[src/rtl/dmem_dump_pkg.sv]
// Shared types for the dmem dump sequencer: FSM state encoding and default dump depth.
package dmem_dump_pkg;
  typedef enum logic [1:0] {IDLE, FETCH, SEND, DONE} dump_state_t;
  localparam int unsigned DUMP_DEPTH_DEFAULT = 64;
endpackage

[src/rtl/dmem_port_mux.sv]
// Combinational dmem port select: datapath pass-through when idle, dump engine owns the port when busy.
module dmem_port_mux
  import dmem_dump_pkg::*;
#(
  parameter int unsigned N  = 64,
  parameter int unsigned AW = 6
) (
  input  logic          busy,
  input  logic          dump_rd,
  input  logic [AW-1:0] idx,
  input  logic [N-1:0]  cpu_addr,
  input  logic [N-1:0]  cpu_writeData,
  input  logic          cpu_writeEnable,
  input  logic          cpu_readEnable,
  output logic [N-1:0]  cpu_readData,
  output logic [AW-1:0] mem_addr,
  output logic [N-1:0]  mem_writeData,
  output logic          mem_writeEnable,
  output logic          mem_readEnable,
  input  logic [N-1:0]  mem_readData
);
  // Byte-offset and high address bits are not part of the word index.
  logic unused_addr_bits;
  assign unused_addr_bits = ^{cpu_addr[N-1:AW+3], cpu_addr[2:0]};

  assign mem_writeData = cpu_writeData;

  always_comb begin
    mem_addr        = cpu_addr[AW+2:3];
    mem_writeEnable = cpu_writeEnable;
    mem_readEnable  = cpu_readEnable;
    cpu_readData    = mem_readData;
    if (busy) begin
      // Stalled processor replays its store after release, so dropping it here is safe.
      mem_addr        = idx;
      mem_writeEnable = 1'b0;
      mem_readEnable  = dump_rd;
      cpu_readData    = '0;
    end
  end
endmodule

[src/rtl/dmem_dump_ctrl.sv]
// Dump sequencer: stalls the datapath and streams every dmem word out over valid/ready.
module dmem_dump_ctrl
  import dmem_dump_pkg::*;
#(
  parameter int unsigned N     = 64,
  parameter int unsigned DEPTH = DUMP_DEPTH_DEFAULT,
  parameter int unsigned AW    = 6
) (
  input  logic          CLOCK_50,
  input  logic          reset,
  input  logic          dump_req,
  input  logic [N-1:0]  cpu_addr,
  input  logic [N-1:0]  cpu_writeData,
  input  logic          cpu_writeEnable,
  input  logic          cpu_readEnable,
  output logic [N-1:0]  cpu_readData,
  output logic          cpu_stall,
  output logic [AW-1:0] mem_addr,
  output logic [N-1:0]  mem_writeData,
  output logic          mem_writeEnable,
  output logic          mem_readEnable,
  input  logic [N-1:0]  mem_readData,
  output logic          out_valid,
  input  logic          out_ready,
  output logic [N-1:0]  out_data,
  output logic [AW-1:0] out_index,
  output logic          out_last,
  output logic          busy,
  output logic          done
);
  localparam logic [AW-1:0] LAST_IDX = AW'(DEPTH - 1);

  dump_state_t   state_q, state_d;
  logic [AW-1:0] idx_q, idx_d;
  logic [AW-1:0] out_index_q, out_index_d;
  logic [N-1:0]  out_data_q, out_data_d;
  logic          out_valid_q, out_valid_d;

  always_ff @(posedge CLOCK_50 or negedge reset) begin
    if (!reset) begin
      state_q     <= IDLE;
      idx_q       <= '0;
      out_valid_q <= 1'b0;
      out_data_q  <= '0;
      out_index_q <= '0;
    end else begin
      state_q     <= state_d;
      idx_q       <= idx_d;
      out_valid_q <= out_valid_d;
      out_data_q  <= out_data_d;
      out_index_q <= out_index_d;
    end
  end

  always_comb begin
    state_d     = state_q;
    idx_d       = idx_q;
    out_valid_d = out_valid_q;
    out_data_d  = out_data_q;
    out_index_d = out_index_q;
    case (state_q)
      IDLE: begin
        if (dump_req) begin
          state_d = FETCH;
          idx_d   = '0;
        end
      end
      FETCH: begin
        out_data_d  = mem_readData;
        out_index_d = idx_q;
        out_valid_d = 1'b1;
        state_d     = SEND;
      end
      SEND: begin
        if (out_ready) begin
          out_valid_d = 1'b0;
          if (idx_q == LAST_IDX) begin
            state_d = DONE;
          end else begin
            idx_d   = idx_q + AW'(1);
            state_d = FETCH;
          end
        end
      end
      DONE:    state_d = IDLE;
      default: state_d = IDLE;
    endcase
  end

  assign busy      = (state_q != IDLE);
  assign cpu_stall = busy;
  assign done      = (state_q == DONE);
  assign out_valid = out_valid_q;
  assign out_data  = out_data_q;
  assign out_index = out_index_q;
  assign out_last  = (out_index_q == LAST_IDX);

  dmem_port_mux #(
    .N  (N),
    .AW (AW)
  ) u_port_mux (
    .busy            (busy),
    .dump_rd         (state_q == FETCH),
    .idx             (idx_q),
    .cpu_addr        (cpu_addr),
    .cpu_writeData   (cpu_writeData),
    .cpu_writeEnable (cpu_writeEnable),
    .cpu_readEnable  (cpu_readEnable),
    .cpu_readData    (cpu_readData),
    .mem_addr        (mem_addr),
    .mem_writeData   (mem_writeData),
    .mem_writeEnable (mem_writeEnable),
    .mem_readEnable  (mem_readEnable),
    .mem_readData    (mem_readData)
  );
endmodule

[config.mk]
export PLATFORM = sky130hd
export DESIGN_NAME = dmem_dump_ctrl
export DESIGN_NICKNAME = d
export VERILOG_FILES = /design/src/rtl/dmem_dump_pkg.sv /design/src/rtl/dmem_port_mux.sv /design/src/rtl/dmem_dump_ctrl.sv
export SDC_FILE = /design/constraint.sdc
export NUM_CORES = 1
export LEC_CHECK = 0
export ABC_AREA = 1
export CORE_AREA = 2 2 159 161
export DETAILED_ROUTE_END_ITERATION = 8
export DIE_AREA = 0 0 161 163
export GPL_TIMING_DRIVEN = 1
export PLACE_DENSITY = 0.52
export SLEW_MARGIN = 25
export SYNTH_ARGS = -nofsm -noshare
export SYNTH_HDL_FRONTEND = slang
export SYNTH_SLANG_ARGS = --single-unit
[constraint.sdc]
create_clock -name CLOCK_50 -period 3.3 [get_ports CLOCK_50]
set_input_delay 0.66 -clock CLOCK_50 [delete_from_list [all_inputs] [get_ports CLOCK_50]]
set_output_delay 0.66 -clock CLOCK_50 [all_outputs]
set_load 0.01 [all_outputs]
# Yosys cells after proc, flatten, opt, wreduce, memory -nomap -nowiden
# Index checks and enable logic that the tools add are counted.
[totals]
wordCells = 35
out_inout_bits = 211
ff_bits = 79
input_bits = 198
[classes]
n_eq_ne = 8
add_sub_neg = 1
reduce_logical = 7
n_mux = 14
[ops]
columns = ["operator", "n"]
rows = [
  ["64-bit two-way mux", 1],
  ["6-bit two-way mux", 4],
  ["6-bit equality test, second input constant", 2],
  ["6-bit case mux with 2 select lines", 1],
  ["2-bit case mux with 4 select lines", 1],
  ["6-bit by 1-bit adder with 6-bit output, second input constant", 1],
  ["2-bit two-way mux", 3],
  ["2-bit != test, second input constant", 3],
  ["2-bit nonzero test", 3],
  ["2-bit equality test, second input constant", 2],
  ["2-bit AND reduction", 2],
  ["4-bit AND reduction", 1],
  ["1-bit two-way mux", 3],
  ["2-bit by 1-bit equality test with 1-bit output, second input constant", 1],
  ["2-bit zero test", 1],
  ["1-bit case mux with 2 select lines", 1],
]

# Depth between registers and ports, before layout
[depth]
word_depth = 4
mapped_depth = 8
mapped_depth_nobuf = 8

# Hierarchy
# From an unflattened synthesis, not the netlist that was laid out.
[unflattened]
cells_unflattened = 583
area_unflattened_um2 = 4291.6
[modules_own_cells]
columns = ["module", "seq_area_each_um2", "n_inst", "area_per_inst_um2", "cells_per_inst"]
rows = [
  ["dmem_dump_ctrl", 1976.9, 1, 3135.5, 359],
  ["dmem_port_mux", 0.0, 1, 1156.1, 224],
]

# Worst setup path before layout
# OpenSTA, ideal clock, no wires.
[synth_timing]
path_type = "reg-to-output"
startpoint = "reg state_q[1]"
endpoint = "out cpu_readData[10]"
arrival_time_ns = 1.122
slack_ns = 1.518
t_required_ns = 2.640
stages_incl_launch_ff = 6
n_path_buf = 2
cell_sequence = "dfrtp_1 nor2_2 inv_1 buf_2 buf_6 nor2_1"
[synth_via]
elab_chain_cells = 2
[synth_rtl]
columns = ["element", "line_no", "source"]
rows = [
  ["start, declared", "dmem_dump_ctrl.sv:33", "dump_state_t state_q, state_d;"],
  ["start signal, assigned", "dmem_dump_ctrl.sv:47", "state_q <= state_d;"],
  ["2-bit nonzero test", "dmem_dump_ctrl.sv:90", "assign busy = (state_q != IDLE);"],
  ["64-bit two-way mux", "dmem_port_mux.sv:33", "if (busy) begin"],
  ["end, declared", "dmem_dump_ctrl.sv:16", "output logic [N-1:0] cpu_readData,"],
]
# Every way passes these cells.

# Worst setup path after layout
[layout_timing]
startpoint = "reg state_q[1]"
endpoint = "out cpu_readData[25]"
# Same word-level chain as after synthesis.

==> impl_metrics.csv <==
group,metric,value,unit
sta,worst_hold_slack,0.360,ns
setup_path,cp-start-kind,"flip-flop",
sta,setup_viol,0,
yosys,synth_top_area_share,48.7,%
yosys,synth_compound_area_share,10.3,%
yosys,synth_cells,514,
pwr,peakVddDrop,0.000362,V
clock_tree,cts.clk_slew.worst_paths,0.07,ns
setup_path,crit_path_end_kind,"output pin",
pwr,p_sw,2.18,mW
detailed_routing,viasPerCell,3.54,
setup_path,path_class,"reg -> out",
finish,drive_above_1_share,4.33,%
sta,fin_skew,0.00444,ns
setup_path,r2r_cells,4,
pwr,p_comb_share,54.4,%
yosys,yosysTopAreaCell,"dfrtp_1",
global_route,first_global_vias,3327,
yosys,synthArstFlopShare,100,%
setup_path,crit_fanout,36,
finish,diodes,0,
clock_tree,cts-root-buf,"clkbuf_16",
clock_tree,cts_max_level,3,
yosys,synth_edf_count,0,
sta,fin_crit,2.60,ns
yosys,synth_fa_ha_area_share,0.308,%
global_route,grt_util_all_layers,8.94,%
yosys,synthXorXnorAreaFrac,0.216,%
sta,period_share,78.9,%
sta,rsz0062_at_grt,"false",
yosys,synth_area,0.00406,mm^2
detailed_routing,ant_nets,0,
pwr,sw_frac_of_total,37.7,%
yosys,synth_top_flop_cell,"dfrtp_1",
floorplanning,num_rows,58,
detailed_routing,drtPass1Iterations,4,
placed_design,io_buffer_count,222,
yosys,avgSynthCellArea,7.90,um^2
outcome,outcome,"complete, no violations",
global_route,gr-total-overflow,0,
detailed_routing,drtIter0Drc,204,
yosys,synth.most_common_cell,"nand2_1",
clock_tree,cts_setup_buffers,0,
yosys,yosys-top-cells-area,"dfrtp_1 49%, buf_4 13%, nand2_1 9.2%",
yosys,synth_nets,713,
sta,worstMarginPinSlew,0.748,ns
clock_tree,cts_buffers,9,
setup_path,worstPathArrival,1.94,ns
sta,slew_headroom,50.1,%
pwr,p_int,3.61,mW
sta,hold_violations,0,
floorplanning,die-area,0.0262,mm^2
yosys,synth-simple-area-share,17.3,%
pwr,powerDensity,906,mW/mm^2
yosys,synth-seq-area-share,48.7,%
clock_tree,ctsHoldBuffers,0,
detailed_routing,wl_per_cell,12.0,um
sta,fin_setup_tns,0,ns
detailed_routing,via_count,3534,
global_route,grt_pass1_wl,18400,um
floorplanning,start_util,16.5,%
floorplanning,core,0.0247,mm^2
clock_tree,clock_latency,0.33,ns
clock_tree,cts_tree,"done",
sta,drv_slew,0,
floorplanning,io_pins,409,
finish,syn2layout_area_growth,57.5,%
global_route,grt_max_degree,80,
global_route,antenna_found_initial,0,
sta,timing.fmax,384,MHz
placed_design,gp_congestion,0.718,
yosys,synthDistinctLibCells,20,
detailed_routing,drt-total-wl,12000,um
finish,fin_nets,863,
yosys,synthTopCellsByCount,"100 x nand2_1, 79 x dfrtp_1, 78 x inv_1",
yosys,synth_top_family_by_area,"buffers and inverters",
clock_tree,clock-sinks,79,
clock_tree,cts_buffer_depth,2,
run,max_cap_violations,0,
detailed_routing,drc,0,
clock_tree,cts_resized,0,
yosys,yosysWarnings,0,
placed_design,dp_cells,983,
yosys,muxShareOfSynthArea,0,%
yosys,ys_ff_latch,79,
min_path,hold_class,"in -> async",
pwr,seq_power_share,28.1,%
setup_path,crit_required,2.64,ns
floorplanning,die_x,161,um
placed_design,hpwlAfterDp,8900,um
pwr,p_leak,2.91,nW
finish,finalNonFillerCells,999,
finish,n_fill_cell,2702,
pwr,power.share.clock,17.5,%
floorplanning,die_h,163,um
## metal layers
layer  vias up  global-route usage (%)  routed length, um
li1       1784                       -                  -
met1      1573                    10.5               5200
met2       151                    14.8               5660
met3        26                    2.85                873
met4         0                    4.22                301
met5         -                       0                  0
## per-stage QoR
step           utilization [%]  power [mW]  worst slack, ns  instance area (um^2)
2_1_floorplan                -        3.16             1.52                  4060
3_3_place_gp              24.7        4.84            0.786                  6090
3_5_place_dp              24.7        4.85            0.792                  6090
4_1_cts                   25.9        5.92            0.643                  6390
5_1_grt                   25.9        6.27            0.558                  6390
6_report                  25.9        5.79            0.698                  6390
## path summary, 6_finish.rpt
| check | to | slack (ns) | from |
|---|---|---|---|
| min reg2reg | out_data[24]$_DFFE_PN0P_ | 0.48 | out_data[24]$_DFFE_PN0P_ |
| max in group asynchronous | out_index[5]$_DFFE_PN0P_ | 2.42 | reset |
| max reg2reg | out_data[20]$_DFFE_PN0P_ | 1.73 | state_q[1]$_DFFE_PN0P_ |
| min in group CLOCK_50 | out_data[24]$_DFFE_PN0P_ | 0.48 | out_data[24]$_DFFE_PN0P_ |
| min | out_data[33]$_DFFE_PN0P_ | 0.36 | reset |
| max | cpu_readData[25] | 0.70 | state_q[1]$_DFFE_PN0P_ |
## layout make-up
class | count | area [um^2] | area share (%)
Tap cell | 330 | 413 | 6.46
Clock inverter | 7 | 73.8 | 1.15
Timing Repair Buffer | 227 | 2260 | 35.4
Sequential cell | 79 | 1980 | 30.9
Clock buffer | 9 | 225 | 3.52
Inverter | 80 | 303 | 4.74
Multi-Input combinational cell | 267 | 1140 | 17.8
## registers in the layout (all words and copies together), names as in the netlist
register and cells:
state_q 2, out_index 6, idx_q 6, out_valid 1, out_data 64
## power groups by stage
stage                     Combinational [mW]  Sequential [mW]  Clock [mW]
final                                   3.15             1.63        1.01
after global routing                    3.47             1.69        1.11
after CTS                               3.22             1.63        1.07
after detailed placement                3.20             1.65           0
after global placement                  3.20             1.63           0
after floorplan                         1.33             1.83           0
## critical path, stage by stage, from the launching register on
cell             delay (ns)
dfrtp_1                0.45
nor2_2                 0.14
inv_2                  0.05
buf_4                  0.23
nor2_1                 0.14
clkdlybuf4s50_1        0.57
## kinds of logic after synthesis
group                      after synthesis
buffers and inverters                  168
adders and majority gates                1
DFF                                     79
xor gates and xnor gates                 1
and+or+nand+nor                        182
AOI/OAI and AO/OA                       83
## layout by cell type (no fill, tap or decap), drive strengths merged
cell / instances
nand2: 101
ha: 1
o211ai: 1
inv: 80
clkbuf: 9
clkinv: 5
or2: 1
xor2: 1
clkdlybuf4s50: 221
nand3: 4
dfrtp: 79
a21oi: 1
nand4: 1
clkinvlp: 1
nor2: 75
buf: 6
bufinv: 1
o21ai: 81
No activity file was read; power rests on OpenSTA's default activity.
